`src/rtl/ram_ctrl_pkg.sv`:
```
// ram_ctrl_pkg: shared state encoding and skid depth for the RAM burst controller
package ram_ctrl_pkg;
    typedef enum logic [1:0] {IDLE, WRITE, READ, FINISH} state_t;
    localparam int SKID_DEPTH = 2;
endpackage

```
`src/rtl/ram_rd_skid.sv`:
```
// ram_rd_skid: 2-entry read-return FIFO absorbing the RAM read latency under backpressure
module ram_rd_skid
    import ram_ctrl_pkg::*;
#(
    parameter int DWID = 16
) (
    input  logic                                clk,
    input  logic                                rst,
    input  logic                                push,
    input  logic [DWID-1:0]                     push_data,
    input  logic                                pop,
    output logic [DWID-1:0]                     head,
    output logic                                valid,
    output logic [$clog2(SKID_DEPTH+1)-1:0]     count
);
    localparam int PW = $clog2(SKID_DEPTH);
    localparam int CW = $clog2(SKID_DEPTH+1);

    logic [DWID-1:0] r_mem [SKID_DEPTH];
    logic [PW-1:0]   r_rd_ptr, r_wr_ptr;
    logic [CW-1:0]   r_count;

    assign head  = r_mem[r_rd_ptr];
    assign valid = r_count != '0;
    assign count = r_count;

    always_ff @(posedge clk) begin
        if (push) r_mem[r_wr_ptr] <= push_data;
    end

    always_ff @(posedge clk) begin
        if (rst) begin
            r_rd_ptr <= '0;
            r_wr_ptr <= '0;
            r_count  <= '0;
        end else begin
            if (push) r_wr_ptr <= r_wr_ptr + PW'(1);
            if (pop) r_rd_ptr <= r_rd_ptr + PW'(1);
            r_count <= r_count + CW'(push) - CW'(pop);
        end
    end
endmodule

```
`src/rtl/ram_burst_ctrl.sv`:
```
// ram_burst_ctrl: turns burst commands plus write/read beat streams into single-beat RAM port accesses
module ram_burst_ctrl
    import ram_ctrl_pkg::*;
#(
    parameter int DEPTH = 256,
    parameter int AWID  = 8,
    parameter int DWID  = 16
) (
    input  logic            clk,
    input  logic            rst,
    input  logic            cmd_valid,
    output logic            cmd_ready,
    input  logic            cmd_write,
    input  logic [AWID-1:0] cmd_addr,
    input  logic [AWID:0]   cmd_len,
    input  logic            wr_valid,
    output logic            wr_ready,
    input  logic [DWID-1:0] wr_data,
    output logic            rd_valid,
    input  logic            rd_ready,
    output logic [DWID-1:0] rd_data,
    output logic            busy,
    output logic            done,
    output logic            ram_we,
    output logic [AWID-1:0] ram_addr,
    output logic [DWID-1:0] ram_din,
    input  logic [DWID-1:0] ram_dout
);
    localparam int RW = $clog2(DEPTH) + 1;

    state_t                              r_state, w_next;
    logic [AWID-1:0]                     r_cur_addr, r_ram_addr;
    logic [RW-1:0]                       r_remaining;
    logic                                r_inflight;
    logic [$clog2(SKID_DEPTH+1)-1:0]     w_count;
    logic [2:0]                          w_occ;
    logic                                w_rem_nz, w_wr_acc, w_issue, w_pop, w_accept;

    assign w_rem_nz  = r_remaining != '0;
    assign w_accept  = cmd_valid && cmd_ready;
    assign cmd_ready = r_state == IDLE;
    assign busy      = r_state != IDLE;
    assign done      = r_state == FINISH;
    assign wr_ready  = r_state == WRITE && w_rem_nz && !rst;
    assign w_wr_acc  = wr_valid && wr_ready;
    assign ram_we    = w_wr_acc;
    assign ram_din   = wr_data;
    assign w_pop     = rd_valid && rd_ready;
    // Credit counts the slot freed by a same-cycle pop so reads stream at one beat per clock
    assign w_occ     = 3'(w_count) + 3'(r_inflight) - 3'(w_pop);
    assign w_issue   = r_state == READ && w_rem_nz && w_occ < 3'd2;
    assign ram_addr  = (r_state == WRITE || w_issue) ? r_cur_addr : r_ram_addr;

    always_comb begin
        w_next = r_state;
        case (r_state)
            IDLE:   if (cmd_valid) w_next = cmd_len == '0 ? FINISH : cmd_write ? WRITE : READ;
            WRITE:  if (w_wr_acc && r_remaining == RW'(1)) w_next = FINISH;
            READ:   if (!w_rem_nz && !r_inflight && (w_count == '0 || (w_count == 1 && w_pop))) w_next = FINISH;
            FINISH: w_next = IDLE;
        endcase
    end

    always_ff @(posedge clk) begin
        if (rst) begin
            r_state     <= IDLE;
            r_cur_addr  <= '0;
            r_remaining <= '0;
            r_inflight  <= 1'b0;
            r_ram_addr  <= '0;
        end else begin
            r_state    <= w_next;
            r_ram_addr <= ram_addr;
            r_inflight <= w_issue;
            if (w_accept) begin
                r_cur_addr  <= cmd_addr;
                r_remaining <= cmd_len;
            end else if (w_wr_acc || w_issue) begin
                r_cur_addr  <= r_cur_addr + AWID'(1);
                r_remaining <= r_remaining - RW'(1);
            end
        end
    end

    ram_rd_skid #(.DWID(DWID)) u_skid (
        .clk       (clk),
        .rst       (rst),
        .push      (r_inflight),
        .push_data (ram_dout),
        .pop       (w_pop),
        .head      (rd_data),
        .valid     (rd_valid),
        .count     (w_count)
    );
endmodule
```
`config.mk`:
```
export PLATFORM = sky130hd
export DESIGN_NAME = ram_burst_ctrl
export DESIGN_NICKNAME = d
export VERILOG_FILES = /design/src/rtl/ram_ctrl_pkg.sv /design/src/rtl/ram_rd_skid.sv /design/src/rtl/ram_burst_ctrl.sv
export SDC_FILE = /design/constraint.sdc
export NUM_CORES = 1
export LEC_CHECK = 0
export CELL_PAD_IN_SITES_DETAIL_PLACEMENT = 1
export CELL_PAD_IN_SITES_GLOBAL_PLACEMENT = 1
export CORE_UTILIZATION = 36
export DETAILED_ROUTE_END_ITERATION = 6
export GPL_TIMING_DRIVEN = 0
export PLACE_DENSITY = 0.84
export SLEW_MARGIN = 20
export SYNTH_ARGS = -nofsm -noshare
export SYNTH_HDL_FRONTEND = slang
export SYNTH_SLANG_ARGS = --single-unit
```
`constraint.sdc`:
```
create_clock -name clk -period 3.5 [get_ports clk]
set_clock_uncertainty 0.1 [all_clocks]
set_input_delay 0.35 -clock clk [delete_from_list [all_inputs] [get_ports clk]]
set_output_delay 0.35 -clock clk [all_outputs]
set_load 0.02 [all_outputs]
```
==> impl_metrics.toml, run 1 <==
[outcome]
status = "finished clean"

[logic_synthesis]
yosysSeqAreaShare_pct = 50.5
synth_ff_type = "dfxtp_1"
synth_edf_count = 32
netlist_instances = 267
synth-async-reset-ratio_pct = 0
syn_area_per_cell_um2 = 12.0
synth_cell_type_count = 49
synth_warnings = 0
synth_nets = 333
syn-cell-area_um2 = 3210
ys_ff_latch = 65

[placed_design]
dpl.hpwl_um = 5700
port_buffers = 83
gp_congestion = 0.835

[layout]
drive_above_1_share_pct = 25.1
fin_nets = 432
n_antenna_cell = 0
final_common_cell = "clkdlybuf4s50_1"
fillers = 932
fin_util_pct = 52.0
final_cell_mix = "clkdlybuf4s50_1 (75), dfxtp_1 (32), edfxtp_1 (32)"
area_growth_pct = 40.6

[timing]
hold_viol = 0
min_period_ns = 3.40
setup_viol_count_final = 0
max_freq_mhz = 294
finalCritPeriodShare_pct = 97.1
worstMarginPinSlew_ns = 0.844
slew_viol_final = 0
fin_setup_tns_ns = 0
slew_headroom_pct = 43.4

[critical_path]
path_cells = "inv_2 -> nand2_1 -> and2_4 -> ha_1 -> inv_1 -> ha_2 -> fa_1 -> nand2b_4 -> nor2_4 -> a21oi_4 -> buf_12 -> mux2_4 -> buf_6"
required_ns = 3.05
worst-path-max-fanout = 8
crit_family = "adder cells"
startpoint_type = "flop"
setup.worst_path.class = "reg2out"
cp-startpoint = "u_skid.count[1]"
worstPathArrival_ns = 2.95
path_buf_inv = 4
cpPeakStageDelay_ns = 0.57
cp-end-kind = "output pin"
cp_slowest_cell = "fa_1"
regToRegStartpoint = "u_skid.count[1]"

[floorplanning]
die_w_um = 96.4
die_h_um = 96.4
fp.dieArea_um2 = 9290
ioPinCount = 101
rows = 34
start_util_pct = 37.0
core_area_um2 = 8680

[drt]
drt_iter0_drc = 29
dr.pass1.iters = 4
drc = 0
routedWlPerCell_um = 16.2
vias_per_cell = 4.98
ant_nets = 0
drt_wl_total_um = 7750
via_count = 2386

[global_route]
grt_use_total_pct = 17.1
met3_usage_pct = 3.83
grt_pass1_vias = 2509
antenna_found_initial = 0
use_met2_pct = 32.1
grt.busiest_layer = "met2"
globalRouteMet1Util_pct = 18.5
grt_overflow_total = 0
grt_start_max_net_pins = 17
grt_pass1_wl_um = 11800

[clocking]
cts_buffers = 9
clock_sinks = 65
cts.reportedPaths.clkPinSlew_ns = 0.08
htree_levels = 3
cts_max_path_buffers = 2
insertion_delay_ns = 0.34
tritoncts = "yes"
hold_buffers = 0
cts_root_buf = "clkbuf_8"

[hold_path]
min-delay-start = "rst"
hp-class = "in2reg"

[power]
ir_drop_mv = 0.333
leakage_nw = 1.73
power.density_nw_per_um2 = 789

[flow_run]
max_cap_violations = 0
kinds of logic after synthesis:
group                      after synthesis  share of synthesized area, %
AOI/OAI and AO/OA                       28                          7.22
xor gates and xnor gates                16                          4.37
adders and majority gates               11                          4.52
buffers and inverters                   38                          7.61
DFF                                     65                          50.5
muxes                                   27                          10.3
and+or+nand+nor                         82                          15.4
metrics by stage:
stage | worst slack, ns | cells | power, W | area, um2 | hold WS, ns
final | 0.103 | 479 | 0.00356 | 4510 | 0.0952
after detailed placement | -0.586 | 458 | 0.00265 | 4180 | 0.415
after global placement | -0.524 | 458 | 0.00260 | 4170 | 0.394
after CTS | 0.00620 | 477 | 0.00351 | 4440 | 0.0874
after floorplan | 0.320 | 267 | 0.00211 | 3210 | 0.349
after global routing | -0.0234 | 479 | 0.00376 | 4510 | 0.0902
registers in the layout (all words and copies together) (netlist names), named ones only:
name and flops:
r_ram_addr 8, u_skid.count 2, r_remaining 9, r_cur_addr 8, r_state 2, u_skid.r_rd_ptr 1
u_skid.r_wr_ptr 1, r_inflight 1, u_skid.r_mem 32
cell type report:
cell class / instances / area, um2 / area share (%)
plain buffers: 28 / 206 / 4.58
clock buffers: 9 / 124 / 2.75
clock inverters: 7 / 118 / 2.61
inverters: 10 / 37.5 / 0.832
multi-input cells: 164 / 1370 / 30.4
flip-flops and latches: 65 / 1630 / 36.0
well taps: 108 / 135 / 3.00
repair buffers: 88 / 891 / 19.8
synthesized netlist by cell type (2+ instances only):
library cell	number	area, um2
buf_6	2	22.5
buf_2	2	10.0
a311oi_1	2	17.5
nor3b_1	2	15.0
nand2_1	7	26.3
a211oi_1	13	97.6
and2_1	3	18.8
clkbuf_1	5	18.8
ha_1	10	125
mux2i_1	3	30.0
nand3_1	6	30.0
nor2b_1	3	18.8
o21ai_0	4	20.0
mux2_2	16	180
a211oi_2	2	25.0
xor2_1	10	87.6
buf_4	16	120
nor4_1	3	18.8
nand4b_1	2	17.5
nand2b_1	3	18.8
dfxtp_1	33	661
and2b_1	8	60.1
nor2_1	27	101
xnor2_1	6	52.6
inv_1	10	37.5
mux2_4	8	120
edfxtp_1	32	961
nand4_1	6	37.5
or3_1	2	12.5
nor4b_2	2	30.0
power by group:
group	switching (W)	leakage [nW]	total, W	internal [W]
clock	0.000300	0.114	0.000773	0.000473
sequential	0.000119	0.560	0.00107	0.000953
combinational	0.000855	1.05	0.00171	0.000858
what timing repair did:
action,4_1_cts,5_1_grt
endpoints found under the setup margin,8,8
resized for setup,39,23
setup buffers,3,2
pin swaps,2,4
worst paths after layout:
check,end,slack [ns],cells after the start
max reg2reg,r_cur_addr[5],0.18,14
min reg2reg,r_state[0],0.44,2
max,ram_addr[0],0.10,13
min,u_skid.count[1],0.1,2
routing by layer:
metal	vias to the layer above	routed length, um
met5	-	0
met1	1165	3050
met2	73	4080
li1	1138	-
met3	10	498
met4	0	121
No activity file was read; power rests on OpenSTA's default activity.
==> run 2: changes to the inputs <==
--- a/config.mk
+++ b/config.mk
@@ -10,8 +10,7 @@
 export CORE_UTILIZATION = 36
 export DETAILED_ROUTE_END_ITERATION = 6
 export GPL_TIMING_DRIVEN = 0
-export PLACE_DENSITY = 0.84
-export SLEW_MARGIN = 20
+export PLACE_DENSITY_LB_ADDON = 0.1
 export SYNTH_ARGS = -nofsm -noshare
 export SYNTH_HDL_FRONTEND = slang
 export SYNTH_SLANG_ARGS = --single-unit
==> run 2 against run 1 <==
Compared with the run above:
- worst hold slack gained 0.024 ns
- via count shrank 1.2%
- critical endpoint is now ram_addr[3]
- final area shrank 0.19%
- non-clock buffer count grew 1
- largest cell class unchanged
- maximum frequency grew 0.33%
- highest routed layer unchanged
- critical path type unchanged
- core utilization shrank 0.10 points
- register-to-register slack gained 0.07 ns
- setup slack gained 0.011 ns
==> impl_metrics.toml, run 2 (synthesized netlist as in run 1, its figures left out) <==
[power]
switching_share_pct = 36.7
leakage_nw = 1.73
p_total_w = 0.00355
p_int_w = 0.00225
ir_drop_mv = 0.332
power_frac_comb_pct = 48.8
seqPwrFrac_pct = 30.4
power.density_nw_per_um2 = 789
clkPwrFrac_pct = 20.9
p_sw_w = 0.00130

[critical_path]
setup.worst_path.class = "reg2out"
startpoint_type = "flop"
r2r_slack_ns = 0.25
cp-end-kind = "output pin"
required_ns = 3.05
worstPathArrival_ns = 2.94
worst-path-max-fanout = 8

[clocking]
insertion_delay_ns = 0.34
cts.reportedPaths.clkPinSlew_ns = 0.07
htree_levels = 3
cts_max_path_buffers = 2
clock_sinks = 65
cts_buffers = 9
tritoncts = "yes"
cts_root_buf = "clkbuf_8"

[flow_run]
max_cap_violations = 0

[outcome]
status = "finished clean"

[layout]
fin_nets = 433
top_regs = "u_skid.r_mem (32), r_remaining (9)"
regMostFlops = "u_skid.r_mem"
fillers = 950
final_cell_mix = "clkdlybuf4s50_1 (75), dfxtp_1 (32), edfxtp_1 (32)"
n_antenna_cell = 0
drive_above_1_share_pct = 26.1
largest_reg_flops = 32
fin_area_um2 = 4500
final_common_cell = "clkdlybuf4s50_1"
area_growth_pct = 40.3

[floorplanning]
die_w_um = 96.4
fp.dieArea_um2 = 9290
ioPinCount = 101
rows = 34
core_area_um2 = 8680
die_h_um = 96.4
start_util_pct = 37.0

[timing]
slew_headroom_pct = 44.5
slew_viol_final = 0
max_freq_mhz = 295
min_period_ns = 3.39
hold_viol = 0
finalCritPeriodShare_pct = 96.7
setup_viol_count_final = 0
worstMarginPinSlew_ns = 0.828
timing.final.ws_setup_ns = 0.114

[global_route]
grt_overflow_total = 0
grt_start_max_net_pins = 17
grt_use_total_pct = 17.4
grt_pass1_vias = 2399
grt_pass1_wl_um = 11900
antenna_found_initial = 0

[drt]
routedWlPerCell_um = 16.0
via_count = 2358
drt_iter0_drc = 33
drt_wl_total_um = 7660
dr.pass1.iters = 4
vias_per_cell = 4.91
drc = 0
ant_nets = 0

[placed_design]
gp_congestion = 0.745
place_ws_ns = -0.573
dpl.hpwl_um = 5430
port_buffers = 83
place_area_um2 = 4180

[hold_path]
hp-class = "in2reg"
-- run 2: worst paths after layout --
check                       start               to  cells after the start
setup / recovery  u_skid.count[1]      ram_addr[3]                     13
hold / removal                rst  u_skid.count[1]                      2
setup reg to reg  u_skid.count[1]    r_cur_addr[5]                     14
hold reg to reg   u_skid.r_rd_ptr             flop                      2
-- run 2: timing repair --
action,CTS,global route
setup endpoints to repair,8,8
gates cloned,0,0
hold endpoints to repair,0,0
setup buffers,3,3
resized for setup,35,25
hold buffers,0,0
pin swaps,2,3
-- run 2: area by class of cell --
cell class	instances	area, um2	area share (%)
plain buffers	28	206	4.59
clock buffers	10	138	3.06
clock inverters	6	90.1	2.00
inverters	10	40.0	0.890
multi-input cells	164	1380	30.6
flip-flops and latches	65	1630	36.1
well taps	108	135	3.00
repair buffers	89	888	19.7
-- run 2: worst max-delay path: stages (launching register included) --
cell and delay, ns:
dfxtp_4 0.36, inv_4 0.06, nand2_2 0.05, and2_4 0.16, ha_1 0.26, inv_1 0.05
ha_2 0.17, fa_2 0.54, nand2b_4 0.14, nor2_4 0.04, a21oi_4 0.14, buf_12 0.15
mux2_4 0.30, buf_4 0.16
-- run 2: metal layers --
layer	global-route usage (%)	routed length [um]	part of all wire (%)	up-vias
met1	22.3	3500	46	1145
met2	28.7	3750	49	64
met4	7.35	116	1.5	0
li1	-	-	-	1138
met3	3.29	295	3.9	11
met5	0	0	0	-
-- run 2: metrics by stage --
| step | setup TNS [ns] | utilization [%] | std cells | hold WS, ns |
|---|---|---|---|---|
| 4_1_cts | -0.317 | 51.3 | 477 | 0.0995 |
| 3_5_place_dp | -4.46 | 48.1 | 458 | 0.403 |
| 3_3_place_gp | -4.28 | 48.1 | 458 | 0.398 |
| 2_1_floorplan | 0 | - | 267 | 0.349 |
| 5_1_grt | -0.0169 | 51.9 | 480 | 0.120 |
| 6_report | 0 | 51.9 | 480 | 0.119 |
-- run 2: power groups by stage --
stage	Combinational (W)	Clock [W]	Sequential [W]
global route	0.00188	0.000785	0.00110
CTS	0.00167	0.000754	0.00108
global placement	0.00154	0	0.00108
finish	0.00173	0.000740	0.00108
detailed placement	0.00156	0	0.00109
floorplan	0.00106	0	0.00105
==> run 3: changes to the inputs <==
--- a/config.mk
+++ b/config.mk
@@ -7,6 +7,7 @@
 export LEC_CHECK = 0
 export CELL_PAD_IN_SITES_DETAIL_PLACEMENT = 1
 export CELL_PAD_IN_SITES_GLOBAL_PLACEMENT = 1
+export CORE_ASPECT_RATIO = 2
 export CORE_UTILIZATION = 36
 export DETAILED_ROUTE_END_ITERATION = 6
 export GPL_TIMING_DRIVEN = 0
==> run 3 against run 2 <==
Compared with the run above:
- sequential share of layout area about the same
- combinational power fell by 2%
- critical path type unchanged
- critical endpoint is now ram_addr[5]
- via count down 1.7%
- global-route usage is 1.6 points higher
- highest routed layer unchanged
- power is 2.2% higher
- sequential cell count unchanged
- sequential power about the same
==> impl_metrics.toml, run 3 (synthesized netlist as in run 1, its figures left out) <==
[clocking]
htree_levels = 3
clock_sinks = 65
cts_buffers = 9
tritoncts = "yes"
cts_root_buf = "clkbuf_16"
cts.reportedPaths.clkPinSlew_ns = 0.05
cts_max_path_buffers = 2
insertion_delay_ns = 0.32

[timing]
min_period_ns = 3.42
fin_setup_tns_ns = 0
max_freq_mhz = 292
setup_viol_count_final = 0
finalCritPeriodShare_pct = 97.7
rsz0062_at_grt = "no"
hold_viol = 0
slew_viol_final = 0
slew_headroom_pct = 42.9
worstMarginPinSlew_ns = 0.853

[drt]
vias_per_cell = 4.93
drt_wl_total_um = 8080
via_count = 2318
drc = 0
dr.max_layer_used = "met4"
drt_iter0_drc = 66
wl_met1_um = 2760
routedWlPerCell_um = 17.2
ant_nets = 0
met2_length_um = 4850
dr.pass1.iters = 4
routed-wl-met3_um = 311

[floorplanning]
die_h_um = 136
rows = 48
die_w_um = 68.8
core_area_um2 = 8650
ioPinCount = 101
start_util_pct = 37.1
fp.dieArea_um2 = 9320

[layout]
largest_reg_flops = 32
fin_area_um2 = 4500
top_regs = "u_skid.r_mem (32), r_remaining (9)"
area_growth_pct = 40.2
final_cell_mix = "clkdlybuf4s50_1 (75), dfxtp_1 (32), edfxtp_1 (32)"
final-seq-area_um2 = 1630
fillers = 937
drive_above_1_share_pct = 24.1
regMostFlops = "u_skid.r_mem"
multiInputGateArea_um2 = 1380
fin_nets = 431
final_common_cell = "clkdlybuf4s50_1"
n_antenna_cell = 0

[power]
seqPwrFrac_pct = 29.7
p_int_w = 0.00233
power.density_nw_per_um2 = 807
clkPwrFrac_pct = 23.6
power_frac_comb_pct = 46.7
ir_drop_mv = 0.363
p_sw_w = 0.00129
leakage_nw = 1.74
p_total_w = 0.00363
switching_share_pct = 35.7

[placed_design]
place_area_um2 = 4170
dpl.hpwl_um = 6220
gp_congestion = 0.831
port_buffers = 83

[global_route]
grt_pass1_vias = 2575
grt_use_total_pct = 19.0
grt_overflow_total = 0
grt_start_max_net_pins = 17
antenna_found_initial = 0
grt_pass1_wl_um = 12600

[critical_path]
startpoint_type = "flop"
cp-end-kind = "output pin"
required_ns = 3.05
worstPathArrival_ns = 2.97
worst-path-max-fanout = 8
setup.worst_path.class = "reg2out"

[hold_path]
hp-class = "in2reg"

[outcome]
status = "finished clean"

[flow_run]
max_cap_violations = 0
## run 3: cell types whose count changed in the layout (fill, tap and decap cells not counted), moves of 3 or more
cell | previous run | this run
clkbuf_1 | 5 | 8
clkbuf_8 | 11 | 1
buf_2 | 3 | 8
clkbuf_16 | 0 | 9
buf_6 | 8 | 2
## run 3: final cells by class
class                      count  area share [%]
buffer                        28            4.59
tap                          100            2.78
inverter                      10           0.835
clock inverter                 4           0.974
multi-input combinational    164            30.8
sequential                    65            36.1
clock buffer                  12            5.26
timing repair buffer          87            18.6
## run 3: final timing paths
| check | endpoint | cells after the start | slack (ns) | startpoint |
|---|---|---|---|---|
| setup / recovery | ram_addr[5] | 13 | 0.08 | u_skid.count[1] |
| hold / removal | u_skid.count[1] | 2 | 0.12 | rst |
| setup reg to reg | r_cur_addr[5] | 13 | 0.34 | u_skid.count[1] |
| hold reg to reg | r_state[0] | 2 | 0.42 | r_state[0] |
## run 3: worst max-delay path, cell delays in order (launching register included)
cell and delay, ns:
dfxtp_4 0.34, inv_2 0.07, nand2_1 0.08, and2_4 0.17, ha_1 0.27, inv_1 0.04
ha_1 0.19, fa_2 0.54, nand2b_4 0.15, nor2_4 0.05, a21oi_4 0.14, buf_12 0.15
mux2_4 0.31, buf_4 0.16
## run 3: repair_timing
item | in CTS | in global routing
pin swaps | 2 | 1
buffers inserted | 3 | 1
hold buffers | 0 | 0
resized for setup | 42 | 4
endpoints found under the setup margin | 8 | 8
## run 3: power by group through the flow
stage	Clock, W	Sequential [W]	Combinational, W
final	0.000857	0.00108	0.00169
after CTS	0.000874	0.00108	0.00170
after global routing	0.000907	0.00110	0.00184
after detailed placement	0	0.00109	0.00158
after floorplan	0	0.00105	0.00106
after global placement	0	0.00108	0.00156
## run 3: layer usage
layer | track usage [%] | vias up
li1 | - | 1136
met1 | 18.0 | 1119
met2 | 36.7 | 52
met3 | 3.79 | 11
met4 | 7.94 | 0
met5 | 0 | -
## run 3: through the flow
step	setup WS (ns)	std cells	util [%]	hold WS, ns
after floorplan	0.320	267	-	0.349
after global placement	-0.575	450	48.1	0.399
after detailed placement	-0.631	450	48.2	0.415
after CTS	0.0130	469	51.8	0.119
after global routing	0.00549	470	52.0	0.122
final	0.0801	470	52.0	0.121
